==> src/rtl/neuron_axon_sweep_counter.sv <==
// Two-level (neuron, axon) index sweep with start/done handshake, limits latched at start,
// and a downstream stall that holds the current beat.
module neuron_axon_sweep_counter #(
  parameter int NEURON_WIDTH = 8,
  parameter int AXON_WIDTH   = 8
) (
  input  logic                    clk,
  input  logic                    rst,
  input  logic                    start,
  input  logic [NEURON_WIDTH-1:0] cfg_last_neuron,
  input  logic [AXON_WIDTH-1:0]   cfg_last_axon,
  input  logic                    stall,
  output logic [NEURON_WIDTH-1:0] neuron_idx,
  output logic [AXON_WIDTH-1:0]   axon_idx,
  output logic                    valid,
  output logic                    axon_last,
  output logic                    neuron_last,
  output logic                    busy,
  output logic                    done,
  output logic [1:0]              state_dbg
);

  // Handshake: a beat is the (neuron_idx, axon_idx) pair while valid=1; the consumer is
  // ready when stall=0, and a beat transfers on any edge with valid=1 && stall=0.
  // While valid=1 && stall=1 the beat and all state are held unchanged.

  typedef enum logic [1:0] {
    IDLE  = 2'd0,
    SWEEP = 2'd1,
    DONE  = 2'd2
  } state_t;

  state_t                  state_q, state_d;
  logic [NEURON_WIDTH-1:0] neuron_q, neuron_d;
  logic [AXON_WIDTH-1:0]   axon_q, axon_d;
  logic [NEURON_WIDTH-1:0] last_neuron_q, last_neuron_d;
  logic [AXON_WIDTH-1:0]   last_axon_q, last_axon_d;

  always_comb begin
    state_d       = state_q;
    neuron_d      = neuron_q;
    axon_d        = axon_q;
    last_neuron_d = last_neuron_q;
    last_axon_d   = last_axon_q;
    case (state_q)
      IDLE: begin
        if (start) begin
          last_neuron_d = cfg_last_neuron;
          last_axon_d   = cfg_last_axon;
          neuron_d      = '0;
          axon_d        = '0;
          state_d       = SWEEP;
        end
      end
      SWEEP: begin
        if (!stall) begin
          // Equality against the latched limits keeps indices in range even at all-ones.
          if (axon_q != last_axon_q) begin
            axon_d = axon_q + AXON_WIDTH'(1);
          end else if (neuron_q != last_neuron_q) begin
            axon_d   = '0;
            neuron_d = neuron_q + NEURON_WIDTH'(1);
          end else begin
            axon_d   = '0;
            neuron_d = '0;
            state_d  = DONE;
          end
        end
      end
      DONE: begin
        state_d = IDLE;
      end
      default: begin
        state_d = IDLE;
      end
    endcase
  end

  always_ff @(posedge clk) begin
    if (rst) begin
      state_q       <= IDLE;
      neuron_q      <= '0;
      axon_q        <= '0;
      last_neuron_q <= '0;
      last_axon_q   <= '0;
    end else begin
      state_q       <= state_d;
      neuron_q      <= neuron_d;
      axon_q        <= axon_d;
      last_neuron_q <= last_neuron_d;
      last_axon_q   <= last_axon_d;
    end
  end

  always_comb begin
    neuron_idx  = neuron_q;
    axon_idx    = axon_q;
    valid       = (state_q == SWEEP);
    busy        = (state_q != IDLE);
    done        = (state_q == DONE);
    axon_last   = valid && (axon_q == last_axon_q);
    neuron_last = valid && (neuron_q == last_neuron_q);
    state_dbg   = state_q;
  end

endmodule

==> config.mk <==
export PLATFORM = sky130hd
export DESIGN_NAME = neuron_axon_sweep_counter
export DESIGN_NICKNAME = d
export VERILOG_FILES = /design/src/rtl/neuron_axon_sweep_counter.sv
export SDC_FILE = /design/constraint.sdc
export NUM_CORES = 1
export LEC_CHECK = 0
export ABC_CLOCK_PERIOD_IN_PS = 2000
export CAP_MARGIN = 20
export CORE_MARGIN = 3
export CORE_UTILIZATION = 45
export CTS_BUF_LIST = sky130_fd_sc_hd__clkbuf_16
export DETAILED_ROUTE_END_ITERATION = 16
export PLACE_DENSITY = 0.78
export SLEW_MARGIN = 20
export SYNTH_ARGS = -nofsm -noshare
export SYNTH_HDL_FRONTEND = slang
export SYNTH_SLANG_ARGS = --single-unit
export TNS_END_PERCENT = 5
==> constraint.sdc <==
create_clock -name clk -period 2 [get_ports clk]
set_input_delay 0.4 -clock clk [delete_from_list [all_inputs] [get_ports clk]]
set_output_delay 0.4 -clock clk [all_outputs]
set_load 0.05 [all_outputs]
======== Word level (Yosys, flattened, before mapping) ========
Cells that the tools add are included.
operators by class
  bitwise logic cells ..................... 0
  equal/unequal tests ..................... 10
  multipliers ............................. 0
  add/subtract/negate cells ............... 2
  shift operators ......................... 0
  multiplexer cells ....................... 13
  magnitude comparators ................... 0
  divide/modulo/power cells ............... 0
  reduce and logical (&&, ||, !) cells .... 9
operators with widths
  cell                 number
  $mux 8               6
  $pmux 8 s2           2
  $add 8x1->8 const B  2
  $eq 8x8->1           2
  $ne 8x8->1           2
  $mux 2               4
  $ne 2x2->1 const B   4
  $reduce_and 4->1     2
  $pmux 2 s2           1
  $reduce_bool 2->1    2
  $reduce_and 3->1     1
  $eq 2x1->1 const B   1
  $eq 2x2->1 const B   1
  $logic_and 1x1->1    2
  $logic_not 2->1      1
  $reduce_and 2->1     1
storage, ports and cells
  bits in latches ......................... 0
  memory bits (writable) .................. 0
  input bits .............................. 20
  flip-flop bits (word level) ............. 34
  memory bits (read-only) ................. 0
  logic and storage cells ................. 39
  memories ................................ 0
  output and inout bits ................... 23

======== Longest topological paths before layout ========
  depth after elaboration ................. 5
  depth in mapped cells ................... 6
  depth with buffers taken out ............ 6

======== Worst setup path after synthesis ========
No wires, ideal clock.
  path kind ............................... reg-to-output
  start point ............................. register neuron_q[3], in the netlist neuron_idx[3]
  end point ............................... output neuron_last
  path slack .............................. -0.625 ns
  cell stages (with the launch flop) ...... 5
  arrival time ............................ 2.225 ns
  path buffers ............................ 0
  cell sequence ........................... dfxtp_1 -> xor2_1 -> nor4_2 -> nand2_1 -> nor2_1
between the ends
  longest elaborated chain between the ends .. 2
ends and longest elaborated chain
  item                    line  source
  from (decl)             34    logic [NEURON_WIDTH-1:0] neuron_q, neuron_d;
  from (signal assigned)  88    neuron_q <= neuron_d;
  $eq 8x8->1              102   neuron_last = valid && (neuron_q == last_neuron_q);
  $logic_and 1x1->1       102
  to (decl)               17    output logic neuron_last,
Every way passes these cells.

======== Final worst setup path ========
  start point ............................. register axon_q[6], in the netlist axon_idx[6]
  end point ............................... output axon_last
between the ends
  longest elaborated chain between the ends .. 2
ends and longest elaborated chain
  item                    line  source
  from (decl)             35    logic [AXON_WIDTH-1:0] axon_q, axon_d;
  from (signal assigned)  89    axon_q <= axon_d;
  $eq 8x8->1              101   axon_last = valid && (axon_q == last_axon_q);
  $logic_and 1x1->1       101
  to (decl)               16    output logic axon_last,
Every way passes these cells.

==> metrics <==
outcome complete, but fails checks; failing checks setup timing; vias in the first global route 1733; largest family of logic cells by synthesized area simple AND/OR/NAND/NOR gates; GP Congestion 0.852; Setup-failing EPs final 1; unrepaired setup endpoints after global routing yes; setup_tns -0.0356 ns; # diodes 0; Nets 300; multiplexer share of the synthesized area 0.628%; WS Path Type flop to output pin; Vias per Instance 5.49; Main synth FF type dfxtp_1; Synth top area share 38.0%; Min-Delay Path Class flop to flop; maximum vdd drop 0.000685 V; largest net degree at the start of global routing 18; Clock Sinks 34; Post-route DRC 0; ranking of synthesized cells by area dfxtp_1 (38%), a21oi_1 (8.4%), nand2_1 (8.0%); first-pass GRT wire length 7.94 mm; Routed WL per cell 14.5 um; hold_sp last_neuron_q[4]; Synth warnings 0; Slew Limit Fails 0; Crit. End Element output pin; fraction of registers with async set/reset 0%; crit path time final 2.04 ns; Routed Antenna Nets 0; Peak Freq 491 MHz; core area 3740 um^2; post-synthesis adder-cell area fraction 1.40%; Total GRT Usage 20.2%; most instantiated cells after synthesis nand2_1 (38), dfxtp_1 (34), a21oi_1 (30); clk_lat worst skew 0.28 ns; element type at the critical path start flop; Site Rows 22; share of post-route cells with drive strength above 1 25.4%; H-tree depth 2; most instantiated library cell after synthesis nand2_1; Slew @ Worst Pin 0.496 ns; die area 4780 um^2; hold_buf cts 0; Synth cell types 40; first-pass detailed-route iteration total 4; I/O pins 43; final core utilization 70.1%; initial DRC count 131; final hold viol count 0; fin crit share 102%; chip height 69.1 um; total CTS buffers 5; area grow syn2layout 46.3%; Clock Tree Root clkbuf_16; Hold Crit Depth 2; fill cell count 318; WP data required 1.60 ns; Hold Path Sink last_neuron_q[4]; synthesized area 1790 um^2; FF-to-FF setup slack 0.08 ns; vias after detailed routing 1794; critical path data arrival time 1.64 ns; top cell type by total area after synthesis dfxtp_1; Seq cells post-synth 34; EDFF count, synth 0; compound-cell area share of the yosys netlist 21.3%; Initial Util 47.9%; worst relative slew slack 66.8%; final worst slack -0.0356 ns; Buffers on Ports 42; Reg-to-Reg Start last_axon_q[1]; simple-gate share of the synthesized area 26.4%; R2R Path End neuron_idx[3]; Worst Path Max Fanout 4; initial antenna violation count 0; clock skew 0.00682 ns; Die X 69.1 um; Post-Syn Instances 220; post-synth net total 242; grt ovf 0; reg2reg path depth 8; Post-Synth XOR/XNOR Area 7.82%; Max Cap Viol 0; CTS tree yes; clock buffer depth 2; dpl hpwl 3.27 mm; pwr dens 727 nW/um^2; clk slew on worst S/H paths 0.05 ns; syn_area_per_cell 8.15 um^2; register area share after synthesis 38.0%; DRT Wirelength 4.73 mm; static leakage 1.08 nW
[per-stage QoR]
step / cell area (um^2) / cells / hold WS [ns] / total power [W] / setup WS, ns
floorplan: 1840 / 220 / 0.448 / 0.000996 / -0.0787
global placement: 2420 / 315 / 0.457 / 0.00118 / -0.112
detailed placement: 2420 / 315 / 0.461 / 0.00118 / -0.137
CTS: 2580 / 325 / 0.468 / 0.00191 / -0.0366
global route: 2620 / 327 / 0.481 / 0.00198 / -0.0842
finish: 2620 / 327 / 0.464 / 0.00191 / -0.0356
[metal layers]
metal	part of all wire [%]	wire, um	up-vias	global-route usage [%]
li1	-	-	901	-
met4	2.0	96	0	10.8
met3	5.6	267	11	5.54
met5	0	0	-	0
met2	48	2270	62	31.5
met1	44	2090	820	25.1
[flip-flops by register name, summed over array words and instances, names as in the netlist]
name and cells:
axon_idx 8, state_dbg 2, neuron_idx 8, last_neuron_q 8
last_axon_q 8
[logic make-up after synthesis]
group                    count (synthesis)
multiplexers                             1
AND/OR/NAND/NOR                         85
AO/OA/AOI/OAI                           61
flip-flops                              34
adder cells (fa/ha/maj)                  2
XOR/XNOR                                16
buffers and inverters                   21
[critical path, stage by stage (launching register included)]
cell	delay, ns
dfxtp_4	0.35
xor2_1	0.16
nor4_2	0.34
buf_4	0.19
and3_4	0.18
buf_12	0.13
[worst max-delay path by stage]
stage / from / to / slack (ns) / cells past startpoint
after CTS: axon_idx[1] / axon_last / -0.04 / 5
final: axon_idx[6] / axon_last / -0.04 / 5
after global routing: axon_idx[6] / axon_last / -0.08 / 5
after floorplan: axon_idx[6] / axon_last / -0.08 / 3
after detailed placement: start / axon_idx[3] / -0.14 / 6
after global placement: start / axon_idx[3] / -0.11 / 6
[final cells by class]
type | count | area [um^2] | share of cell area [%]
Sequential cell | 34 | 706 | 26.9
Clock inverter | 3 | 12.5 | 0.477
Multi-Input combinational cell | 165 | 1080 | 41.2
Tap cell | 48 | 60.1 | 2.29
Timing Repair Buffer | 63 | 607 | 23.1
Inverter | 9 | 33.8 | 1.29
Clock buffer | 5 | 125 | 4.77
[cells in the final DEF (no fill, tap or decap), types with 3 or more instances in the layout]
cell type	count
a211oi_1	6
a21oi_1	30
a21oi_2	3
and3_1	3
buf_12	4
buf_4	25
clkbuf_16	5
clkdlybuf4s50_1	33
dfxtp_1	18
dfxtp_2	14
inv_1	9
nand2_1	37
nand4_1	7
nor2_1	5
nor2b_1	6
nor4_4	3
o21ai_0	4
o31ai_1	9
or4_1	4
xor2_1	15
[report_power, final]
part           internal, W  switching [W]
Combinational     0.000203       0.000256
Clock             0.000449       0.000271
Sequential        0.000704      0.0000238
[timing repair]
action,in CTS,in global routing
hold endpoints to repair,0,0
setup buffers,2,2
gates resized for setup,5,6
setup endpoints to repair,2,7
pin swaps,3,4
cloned,0,0
(Power assumes the default switching activity.)
